### src/rtl/apb_req_arbiter_if.sv
// Requester, APB-master command and APB bus-monitor signals shared by the arbiter.
// slave = arbiter view, master = requester/bus side view.
interface apb_req_arbiter_if #(
   parameter int NUM_REQ = 4
);
   logic [NUM_REQ-1:0]       req_valid;
   logic [NUM_REQ-1:0]       req_write;
   logic [NUM_REQ-1:0][31:0] req_addr;
   logic [NUM_REQ-1:0][31:0] req_wdata;
   logic [NUM_REQ-1:0][3:0]  req_strb;
   logic [NUM_REQ-1:0][2:0]  req_prot;
   logic [NUM_REQ-1:0]       req_grant;
   logic [NUM_REQ-1:0]       req_done;
   logic [31:0]              req_rdata;
   logic                     req_slverr;
   logic                     req_timeout;
   logic                     transfer;
   logic                     SWRITE;
   logic [31:0]              SADDR;
   logic [31:0]              SWDATA;
   logic [3:0]               SSTRB;
   logic [2:0]               SPROT;
   logic                     PSEL;
   logic                     PENABLE;
   logic                     PREADY;
   logic                     PSLVERR;
   logic [31:0]              PRDATA;

   modport slave (
      input  req_valid, req_write, req_addr, req_wdata, req_strb, req_prot,
      input  PSEL, PENABLE, PREADY, PSLVERR, PRDATA,
      output req_grant, req_done, req_rdata, req_slverr, req_timeout,
      output transfer, SWRITE, SADDR, SWDATA, SSTRB, SPROT
   );

   modport master (
      output req_valid, req_write, req_addr, req_wdata, req_strb, req_prot,
      output PSEL, PENABLE, PREADY, PSLVERR, PRDATA,
      input  req_grant, req_done, req_rdata, req_slverr, req_timeout,
      input  transfer, SWRITE, SADDR, SWDATA, SSTRB, SPROT
   );
endinterface

### src/rtl/apb_req_arbiter.sv
// Round-robin arbiter sharing one APB master command port among NUM_REQ requesters;
// owns the port for one full transfer and returns status with a single done pulse.
module apb_req_arbiter #(
   parameter int NUM_REQ        = 4,
   parameter int TIMEOUT_CYCLES = 64
) (
   input  logic               PCLK,
   input  logic               PRESETn,
   apb_req_arbiter_if.slave   bus
);
   localparam int IDX_W = (NUM_REQ > 1) ? $clog2(NUM_REQ) : 1;
   localparam int CNT_W = $clog2(TIMEOUT_CYCLES);

   typedef enum logic [1:0] {IDLE, ISSUE, WAIT, DONE} state_t;

   state_t             state, state_nx;
   logic [IDX_W-1:0]   last, win, cand;
   logic [NUM_REQ-1:0] win_oh, grant;
   logic               found, any_req, bus_done, tmo;
   logic [CNT_W-1:0]   cnt;
   logic               swrite, slverr, timeout;
   logic [31:0]        saddr, swdata, rdata;
   logic [3:0]         sstrb;
   logic [2:0]         sprot;

   assign any_req  = |bus.req_valid;
   assign bus_done = bus.PSEL & bus.PENABLE & bus.PREADY;
   assign tmo      = (cnt == CNT_W'(TIMEOUT_CYCLES - 1));

   // Search starts just past the previous winner so the last owner ranks lowest.
   always_comb begin
      found  = 1'b0;
      win    = last;
      cand   = last;
      win_oh = '0;
      for (int k = 1; k <= NUM_REQ; k++) begin
         cand = IDX_W'((int'(last) + k) % NUM_REQ);
         if (!found && bus.req_valid[cand]) begin
            found = 1'b1;
            win   = cand;
         end
      end
      win_oh[win] = 1'b1;
   end

   always_comb begin
      state_nx = state;
      unique case (state)
         IDLE:    if (any_req) state_nx = ISSUE;
         ISSUE:   if (bus.PSEL) state_nx = WAIT;
         WAIT:    if (bus_done || tmo) state_nx = DONE;
         DONE:    state_nx = IDLE;
         default: state_nx = IDLE;
      endcase
   end

   always_ff @(posedge PCLK or negedge PRESETn) begin
      if (!PRESETn) begin
         state   <= IDLE;
         last    <= IDX_W'(NUM_REQ - 1);
         grant   <= '0;
         cnt     <= '0;
         swrite  <= 1'b0;
         saddr   <= '0;
         swdata  <= '0;
         sstrb   <= '0;
         sprot   <= '0;
         rdata   <= '0;
         slverr  <= 1'b0;
         timeout <= 1'b0;
      end else begin
         state <= state_nx;
         unique case (state)
            IDLE: if (any_req) begin
               last   <= win;
               grant  <= win_oh;
               swrite <= bus.req_write[win];
               saddr  <= bus.req_addr[win];
               swdata <= bus.req_wdata[win];
               sstrb  <= bus.req_write[win] ? bus.req_strb[win] : 4'b0000;
               sprot  <= bus.req_prot[win];
            end
            ISSUE: cnt <= '0;
            WAIT: begin
               cnt <= cnt + 1'b1;
               // A real completion beats a coincident timeout.
               if (bus_done) begin
                  rdata   <= bus.PRDATA;
                  slverr  <= bus.PSLVERR;
                  timeout <= 1'b0;
               end else if (tmo) begin
                  rdata   <= '0;
                  slverr  <= 1'b1;
                  timeout <= 1'b1;
               end
            end
            DONE:    grant <= '0;
            default: ;
         endcase
      end
   end

   assign bus.transfer    = (state == ISSUE);
   assign bus.req_done    = (state == DONE) ? grant : '0;
   assign bus.req_grant   = grant;
   assign bus.req_rdata   = rdata;
   assign bus.req_slverr  = slverr;
   assign bus.req_timeout = timeout;
   assign bus.SWRITE      = swrite;
   assign bus.SADDR       = saddr;
   assign bus.SWDATA      = swdata;
   assign bus.SSTRB       = sstrb;
   assign bus.SPROT       = sprot;

   a_grant_onehot: assert property (@(posedge PCLK) disable iff (!PRESETn) $onehot0(grant));
   a_xfer_issue:   assert property (@(posedge PCLK) disable iff (!PRESETn) bus.transfer |-> (state == ISSUE));
endmodule
### src/flat_wrapper.sv
// flat-port wrapper written by rule: the top's interface ports become plain ports
module apb_req_arbiter_flat 
#(
   parameter int NUM_REQ        = 4,
   parameter int TIMEOUT_CYCLES = 64
)
  (PCLK, PRESETn, bus_req_valid, bus_req_write, bus_req_addr, bus_req_wdata, bus_req_strb, bus_req_prot, bus_PSEL, bus_PENABLE, bus_PREADY, bus_PSLVERR, bus_PRDATA, bus_req_grant, bus_req_done, bus_req_rdata, bus_req_slverr, bus_req_timeout, bus_transfer, bus_SWRITE, bus_SADDR, bus_SWDATA, bus_SSTRB, bus_SPROT);
  apb_req_arbiter_if #(.NUM_REQ(NUM_REQ)) bus_i ();
  input  logic PCLK;
  input  logic PRESETn;
  input wire logic [$bits(bus_i.req_valid)-1:0] bus_req_valid;
  input wire logic [$bits(bus_i.req_write)-1:0] bus_req_write;
  input wire logic [$bits(bus_i.req_addr)-1:0] bus_req_addr;
  input wire logic [$bits(bus_i.req_wdata)-1:0] bus_req_wdata;
  input wire logic [$bits(bus_i.req_strb)-1:0] bus_req_strb;
  input wire logic [$bits(bus_i.req_prot)-1:0] bus_req_prot;
  input wire logic [$bits(bus_i.PSEL)-1:0] bus_PSEL;
  input wire logic [$bits(bus_i.PENABLE)-1:0] bus_PENABLE;
  input wire logic [$bits(bus_i.PREADY)-1:0] bus_PREADY;
  input wire logic [$bits(bus_i.PSLVERR)-1:0] bus_PSLVERR;
  input wire logic [$bits(bus_i.PRDATA)-1:0] bus_PRDATA;
  output wire logic [$bits(bus_i.req_grant)-1:0] bus_req_grant;
  output wire logic [$bits(bus_i.req_done)-1:0] bus_req_done;
  output wire logic [$bits(bus_i.req_rdata)-1:0] bus_req_rdata;
  output wire logic [$bits(bus_i.req_slverr)-1:0] bus_req_slverr;
  output wire logic [$bits(bus_i.req_timeout)-1:0] bus_req_timeout;
  output wire logic [$bits(bus_i.transfer)-1:0] bus_transfer;
  output wire logic [$bits(bus_i.SWRITE)-1:0] bus_SWRITE;
  output wire logic [$bits(bus_i.SADDR)-1:0] bus_SADDR;
  output wire logic [$bits(bus_i.SWDATA)-1:0] bus_SWDATA;
  output wire logic [$bits(bus_i.SSTRB)-1:0] bus_SSTRB;
  output wire logic [$bits(bus_i.SPROT)-1:0] bus_SPROT;
  assign bus_i.req_valid = bus_req_valid;
  assign bus_i.req_write = bus_req_write;
  assign bus_i.req_addr = bus_req_addr;
  assign bus_i.req_wdata = bus_req_wdata;
  assign bus_i.req_strb = bus_req_strb;
  assign bus_i.req_prot = bus_req_prot;
  assign bus_i.PSEL = bus_PSEL;
  assign bus_i.PENABLE = bus_PENABLE;
  assign bus_i.PREADY = bus_PREADY;
  assign bus_i.PSLVERR = bus_PSLVERR;
  assign bus_i.PRDATA = bus_PRDATA;
  assign bus_req_grant = bus_i.req_grant;
  assign bus_req_done = bus_i.req_done;
  assign bus_req_rdata = bus_i.req_rdata;
  assign bus_req_slverr = bus_i.req_slverr;
  assign bus_req_timeout = bus_i.req_timeout;
  assign bus_transfer = bus_i.transfer;
  assign bus_SWRITE = bus_i.SWRITE;
  assign bus_SADDR = bus_i.SADDR;
  assign bus_SWDATA = bus_i.SWDATA;
  assign bus_SSTRB = bus_i.SSTRB;
  assign bus_SPROT = bus_i.SPROT;
  apb_req_arbiter #(.NUM_REQ(NUM_REQ), .TIMEOUT_CYCLES(TIMEOUT_CYCLES)) u_core (.PCLK(PCLK), .PRESETn(PRESETn), .bus(bus_i));
endmodule
### config.mk
export PLATFORM = sky130hd
export DESIGN_NAME = apb_req_arbiter_flat
export DESIGN_NICKNAME = d
export VERILOG_FILES = /design/src/rtl/apb_req_arbiter_if.sv /design/src/rtl/apb_req_arbiter.sv /design/src/flat_wrapper.sv
export SDC_FILE = /design/constraint.sdc
export NUM_CORES = 1
export LEC_CHECK = 0
export ABC_AREA = 1
export CAP_MARGIN = 10
export CORE_AREA = 5 5 170 172
export CTS_BUF_LIST = sky130_fd_sc_hd__clkbuf_8
export DETAILED_ROUTE_END_ITERATION = 6
export DIE_AREA = 0 0 175 177
export GPL_ROUTABILITY_DRIVEN = 0
export PLACE_DENSITY_LB_ADDON = 0.15
export SLEW_MARGIN = 20
export SYNTH_ARGS = -nofsm -noshare
export SYNTH_HDL_FRONTEND = slang
export SYNTH_SLANG_ARGS = --single-unit
### constraint.sdc
create_clock -name PCLK -period 2.81 [get_ports PCLK]
set_input_delay 0.562 -clock PCLK [delete_from_list [all_inputs] [get_ports PCLK]]
set_output_delay 0.562 -clock PCLK [all_outputs]
set_load 0.01 [all_outputs]
# Yosys cells after proc, flatten, opt, wreduce, memory -nomap -nowiden
# Index checks and enable logic that the tools add are counted.
word_totals:
  input_bits: 330
  ramBits: 0
  latch_bits: 0
  n_memories: 0
  regBits: 120
  romBits: 0
  word_cells: 90
classes:
  magnitude_cmp: 6
  n_eq_ne: 7
  muxes: 41
  reduce_logical: 17
  multipliers: 0
  n_shift: 0
  n_div: 0
  bitwise_logic: 2
  add_sub_neg: 5
ops:
  columns: ["op", "count"]
  rows:
  - ["$bmux 32 s2", 2]
  - ["$mux 32", 4]
  - ["$mux 4", 4]
  - ["$lt 2x3->1 const B", 5]
  - ["$mux 2", 7]
  - ["$mux 1", 12]
  - ["$pmux 6 s2", 1]
  - ["$bmux 1 s2", 5]
  - ["$bmux 4 s2", 1]
  - ["$pmux 2 s4", 1]
  - ["$pmux 4 s2", 1]
  - ["$add 6x1->6 const B", 1]
  - ["$bmux 3 s2", 1]
  - ["$eq 6x6->1 const B", 1]
  - ["$reduce_and 2->1", 3]
  - ["$reduce_bool 2->1", 3]
  - ["$add 2x1->2 const B", 2]
  - ["$add 2x2->2 const B", 2]
  - ["$eq 2x2->1 const B", 2]
  - ["$logic_and 1x1->1", 4]
  - ["$ne 2x1->1 const B", 2]
  - ["$reduce_or 4->1", 1]
  - ["$logic_not 1->1", 3]
  - ["$mux 3", 1]
  - ["other kinds (8)", 9]

# Logic depth before layout (Yosys ltp)
logic_depth:
  word_depth: 19
  ltp_mapped: 16

# Least setup slack after synthesis
# Ideal clock, no wire load.
synth_path:
  path_kind: "register to register"
  startpoint: "register u_core.last[0]"
  endpoint: "register u_core.swdata[10] (netlist: u_core.bus.SWDATA[10])"
  period_less_slack_ns: 1.963
  arrival_time_ns: 1.844
  stages_incl_launch_ff: 15
  setup_time_ns: 0.118
  path_slack_ns: 0.847
  required_ns: 2.692
  path_cell_list: "dfstp_2 > buf_4 > nand2_1 > nand2_1 > nand2_1 > nand2_1 > nand2_4 > nor2_2 > nand2_1 > o21ai_2 > buf_6 > buf_4 > nand3_1 > nand3_1 > nand2_1"
synth_between:
  elab_chain_len: 15
  elab_cells_between_ends: 27
synth_lines:
  columns: ["item", "line_no", "text"]
  rows:
  - ["from (decl)", "apb_req_arbiter.sv:17", "logic [IDX_W-1:0] last, win, cand;"]
  - ["from (signal assigned)", "apb_req_arbiter.sv:60", "last <= IDX_W'(NUM_REQ - 1);"]
  - ["from (signal assigned)", "apb_req_arbiter.sv:75", "last <= win;"]
  - ["$add 2x1->2", "apb_req_arbiter.sv:37", "cand = IDX_W'((int'(last) + k) % NUM_REQ);"]
  - ["$bmux 1 s2", "apb_req_arbiter.sv:38", "if (!found && bus.req_valid[cand]) begin"]
  - ["$mux 1 (not written as such)", "apb_req_arbiter.sv:38", null]
  - ["$mux 1", "apb_req_arbiter.sv:38", null]
  - ["$logic_not 1->1", "apb_req_arbiter.sv:38", null]
  - ["$logic_and 1x1->1", "apb_req_arbiter.sv:38", null]
  - ["$mux 1", "apb_req_arbiter.sv:38", null]
  - ["$logic_not 1->1", "apb_req_arbiter.sv:38", null]
  - ["$logic_and 1x1->1", "apb_req_arbiter.sv:38", null]
  - ["$mux 1", "apb_req_arbiter.sv:38", null]
  - ["$logic_not 1->1", "apb_req_arbiter.sv:38", null]
  - ["$logic_and 1x1->1", "apb_req_arbiter.sv:38", null]
  - ["$mux 2 (*)", "apb_req_arbiter.sv:38", null]
  - ["$bmux 32 s2 (*)", "apb_req_arbiter.sv:79", "swdata <= bus.req_wdata[win];"]
  - ["$mux 32 (not written as such) (*)", "apb_req_arbiter.sv:79", null]
  - ["to (signal assigned)", "apb_req_arbiter.sv:79", null]
  - ["to (decl)", "apb_req_arbiter.sv:22", "logic [31:0] saddr, swdata, rdata;"]
# Every way passes the cells marked *; elsewhere a longest branch is shown, timed or not. The select of a mux whose other input is x is not followed.
# A chain may end at the register's enable or synchronous reset.

# Worst setup path in the final report
layout_path:
  startpoint: "register u_core.last[0]"
  endpoint: "register u_core.swdata[4] (netlist: u_core.bus.SWDATA[4])"
# Same word-level chain as after synthesis.

==> impl_metrics.json <==
{
  "status": "finished, final reports clean",
  "p_sw_frac": 0.490,
  "dieArea_mm2": 0.0310,
  "max_freq_mhz": 386,
  "ys_seq_elements": 120,
  "seqPwrFrac": 0.187,
  "worstMarginPinSlew_ns": 0.760,
  "slew-limit-headroom": 0.492,
  "drtIter0Drc": 412,
  "cpPeakStageDelay_ns": 0.70,
  "path_cells": "inv_2 > nand2_1 > nand2_1 > nand2_1 > nand2_2 > inv_2 > nand2_1 > nand2_1 > nor2_1 > nor2_4 > buf_12 > buf_4 > nand3_1 > nand3_1 > nand2_1",
  "cts_sinks": 120,
  "crit_path_top_delay_cell": "dfstp_2",
  "regToRegEndpoint": "u_core.bus.SWDATA[4]",
  "fin_crit_sh": 0.922,
  "maxCapViolCount": 0,
  "clock-root-buffer": "clkbuf_8",
  "rsz0062_at_grt": "no",
  "cellPowerDensity_mw_per_mm2": 1320,
  "dp_hpwl_um": 25400,
  "netlist_instances": 1013,
  "stdcell_area_mm2": 0.0125,
  "register_area_mm2": 0.00301,
  "endpoint_kind": "flop",
  "cts.hold.buffers_added": 0,
  "power_mw": 16.5,
  "power_leakage_nw": 5.73,
  "cts-buffers-inserted": 17,
  "post_cts_buffers": 0,
  "clkPwrFrac": 0.110,
  "arrival_ns": 2.92,
  "regToRegStartpoint": "u_core.last[0]",
  "drc": 0,
  "setup_viol": 0,
  "pwr-share-comb": 0.703,
  "hold_viol": 0,
  "switchingPower_mw": 8.06,
  "drive_gt1_frac": 0.0572,
  "path_buf_inv": 4,
  "htree_levels": 4,
  "fin_tns_setup_ns": 0,
  "first_global_vias": 8511,
  "fin_crit_ns": 2.59,
  "dieHeight_um": 177,
  "die_width_um": 175,
  "dp_worst_setup_slack_ns": 0.0471,
  "antenna_found_initial": 2,
  "cts.repair.resized": 0,
  "crit_fanout": 32,
  "vias": 8416,
  "cpMostUsedCell": "nand2_1",
  "synth_edf_count": 0,
  "overflow": 0,
  "area_growth_pct": 74.4,
  "clockBufferDepth": 2,
  "synth_area_mm2": 0.00715,
  "cts_tree": "built",
  "initial_utilization": 0.262,
  "drv_slew": 0,
  "peakVddDrop_uv": 718,
  "grt_start_max_net_pins": 58,
  "port_buffers": 444,
  "yosysSeqAreaShare": 0.420,
  "p_int_mw": 8.40,
  "clock_latency_ns": 0.44,
  "yosysWarnings": 0,
  "post_drt_wl_per_cell_um": 18.2,
  "r2r_slack_ns": 0.22,
  "wl_um": 32800,
  "coreArea_mm2": 0.0273,
  "cts.reportedPaths.clkPinSlew_ns": 0.08,
  "synthesis.nets": 1349,
  "ys_types": 27,
  "vias_per_cell": 4.68,
  "rr_worst_depth": 15,
  "min_path_type": "in -> async",
  "critical-path-top-delay-family": "simple AND/OR/NAND/NOR gates",
  "multiInputGateArea_mm2": 0.00368,
  "timing.final.ws_setup_ns": 0.220,
  "ant_nets": 0,
  "synthFlopType": "dfrtp_1",
  "grt_usage": 0.203,
  "synth.avg_cell_area_um2": 7.06,
  "critPathKind": "reg -> reg",
  "first_pass_iters": 5,
  "grt_pass1_wl_um": 48900,
  "post_dp_cell_area_mm2": 0.0120,
  "post-route-util": 0.457,
  "ios": 445,
  "num-fill-cells": 2773,
  "async_reset_ff_frac": 1.00,
  "nNetsFinal": 1774,
  "fin_worst_skew_ns": 0.0114,
  "start_kind": "flop",
  "required_ns": 3.14,
  "core.rowCount": 61
}
kinds of logic (layout without fill, tap and decap cells):
kind of cell / Yosys count / count (layout) / share of synthesized area
AOI/OAI and AO/OA: 53 / 53 / 0.0556
adders and majority gates: 6 / 6 / 0.0105
buffers and inverters: 91 / 528 / 0.0700
DFF: 120 / 120 / 0.420
muxes: 1 / 1 / 0.00157
other: 0 / 2 / 0
and+or+nand+nor: 742 / 742 / 0.442
metrics by stage:
step | hold slack (ns) | cells
final | 0.0559 | 1798
after global routing | 0.0780 | 1798
after CTS | 0.0533 | 1796
after detailed placement | 0.464 | 1765
after global placement | 0.463 | 1765
after floorplan | 0.266 | 1013
worst max-delay path by stage:
stage | slack [ns] | startpoint | endpoint | cells after the start
global placement | 0.08 | bus_req_valid[2] | u_core.bus.SWDATA[4] | 14
floorplan | 0.85 | u_core.last[0] | u_core.bus.SWDATA[10] | 14
detailed placement | 0.05 | bus_req_valid[0] | u_core.bus.SWDATA[1] | 13
CTS | 0.20 | u_core.last[0] | u_core.bus.SWDATA[4] | 15
finish | 0.22 | u_core.last[0] | u_core.bus.SWDATA[4] | 15
global route | 0.007 | u_core.last[0] | u_core.bus.SWDATA[4] | 15
sequential cells by signal (all words and copies together), names as in the netlist:
| signal | cells |
|---|---|
| u_core.last | 2 |
| u_core.cnt | 6 |
| u_core.bus.SSTRB | 4 |
| u_core.bus.SWRITE | 1 |
| u_core.bus.req_grant | 4 |
| u_core.bus.req_slverr | 1 |
| u_core.bus.SADDR | 32 |
| u_core.bus.req_timeout | 1 |
| u_core.bus.req_rdata | 32 |
| u_core.bus.SPROT | 3 |
| u_core.bus.SWDATA | 32 |
| u_core.state | 2 |
routing by layer:
layer	up-vias	track usage	wire (um)
met2	339	0.359	16700
met5	-	0	0
li1	4173	-	-
met4	0	0.0655	684
met1	3867	0.232	12600
met3	37	0.0671	2890
cell usage in the layout (no fill, tap or decap), types with 3 or more instances in the layout:
master,netlist,routed
a21oi_1,9,9
a22o_1,32,32
buf_12,0,13
buf_4,28,17
bufinv_16,0,4
clkbuf_8,0,18
clkdlybuf4s50_1,0,443
clkinv_4,0,5
dfrtp_1,118,118
ha_1,6,6
inv_1,19,19
inv_2,4,5
inv_6,0,3
nand2_1,485,485
nand2_4,5,6
nand3_1,229,229
nor2_1,8,6
nor3_1,6,6
o21ai_0,6,6
o22ai_1,4,4
synthesized netlist by cell type, types with 2 or more instances:
library cell	count	area share
nor2_1	8	0.0042
buf_4	28	0.029
dfrtp_1	118	0.41
dfstp_2	2	0.0073
a21oi_1	9	0.0063
nand2_4	5	0.0079
inv_2	4	0.0021
buf_2	13	0.0091
nand3_1	229	0.16
nand2_2	2	0.0017
o22ai_1	4	0.0035
nor3b_1	2	0.0021
buf_1	4	0.0021
ha_1	6	0.010
inv_1	19	0.010
nor3_1	6	0.0042
nand3_4	2	0.0049
buf_6	5	0.0079
a22o_1	32	0.039
nor2_2	2	0.0017
nand2_1	485	0.25
o21ai_0	6	0.0042
clkbuf_1	18	0.0094
final cells by class:
| type | count | share of cell area |
|---|---|---|
| repair buffers | 474 | 0.387 |
| multi-input cells | 802 | 0.295 |
| flip-flops and latches | 120 | 0.241 |
| well taps | 346 | 0.0347 |
| clock buffers | 18 | 0.0198 |
| clock inverters | 13 | 0.0155 |
| inverters | 23 | 0.00692 |
| diodes | 2 | 0.000401 |
worst register-to-register path: stages (launching register included):
cell and delay [ns]:
dfstp_2 0.70, inv_2 0.18, nand2_1 0.09, nand2_1 0.09
nand2_1 0.11, nand2_2 0.08, inv_2 0.14, nand2_1 0.07
nand2_1 0.13, nor2_1 0.09, nor2_4 0.12, buf_12 0.21
buf_4 0.20, nand3_1 0.14, nand3_1 0.10, nand2_1 0.05
power groups by stage:
stage | combinational (mW) | sequential, mW | clock [mW]
floorplan | 6.86 | 3.36 | 0
global placement | 11.7 | 3.08 | 0
detailed placement | 11.8 | 3.09 | 0
CTS | 11.8 | 3.08 | 1.87
global route | 12.8 | 3.18 | 1.93
finish | 11.6 | 3.08 | 1.81
No activity file was read; power rests on OpenSTA's default activity.
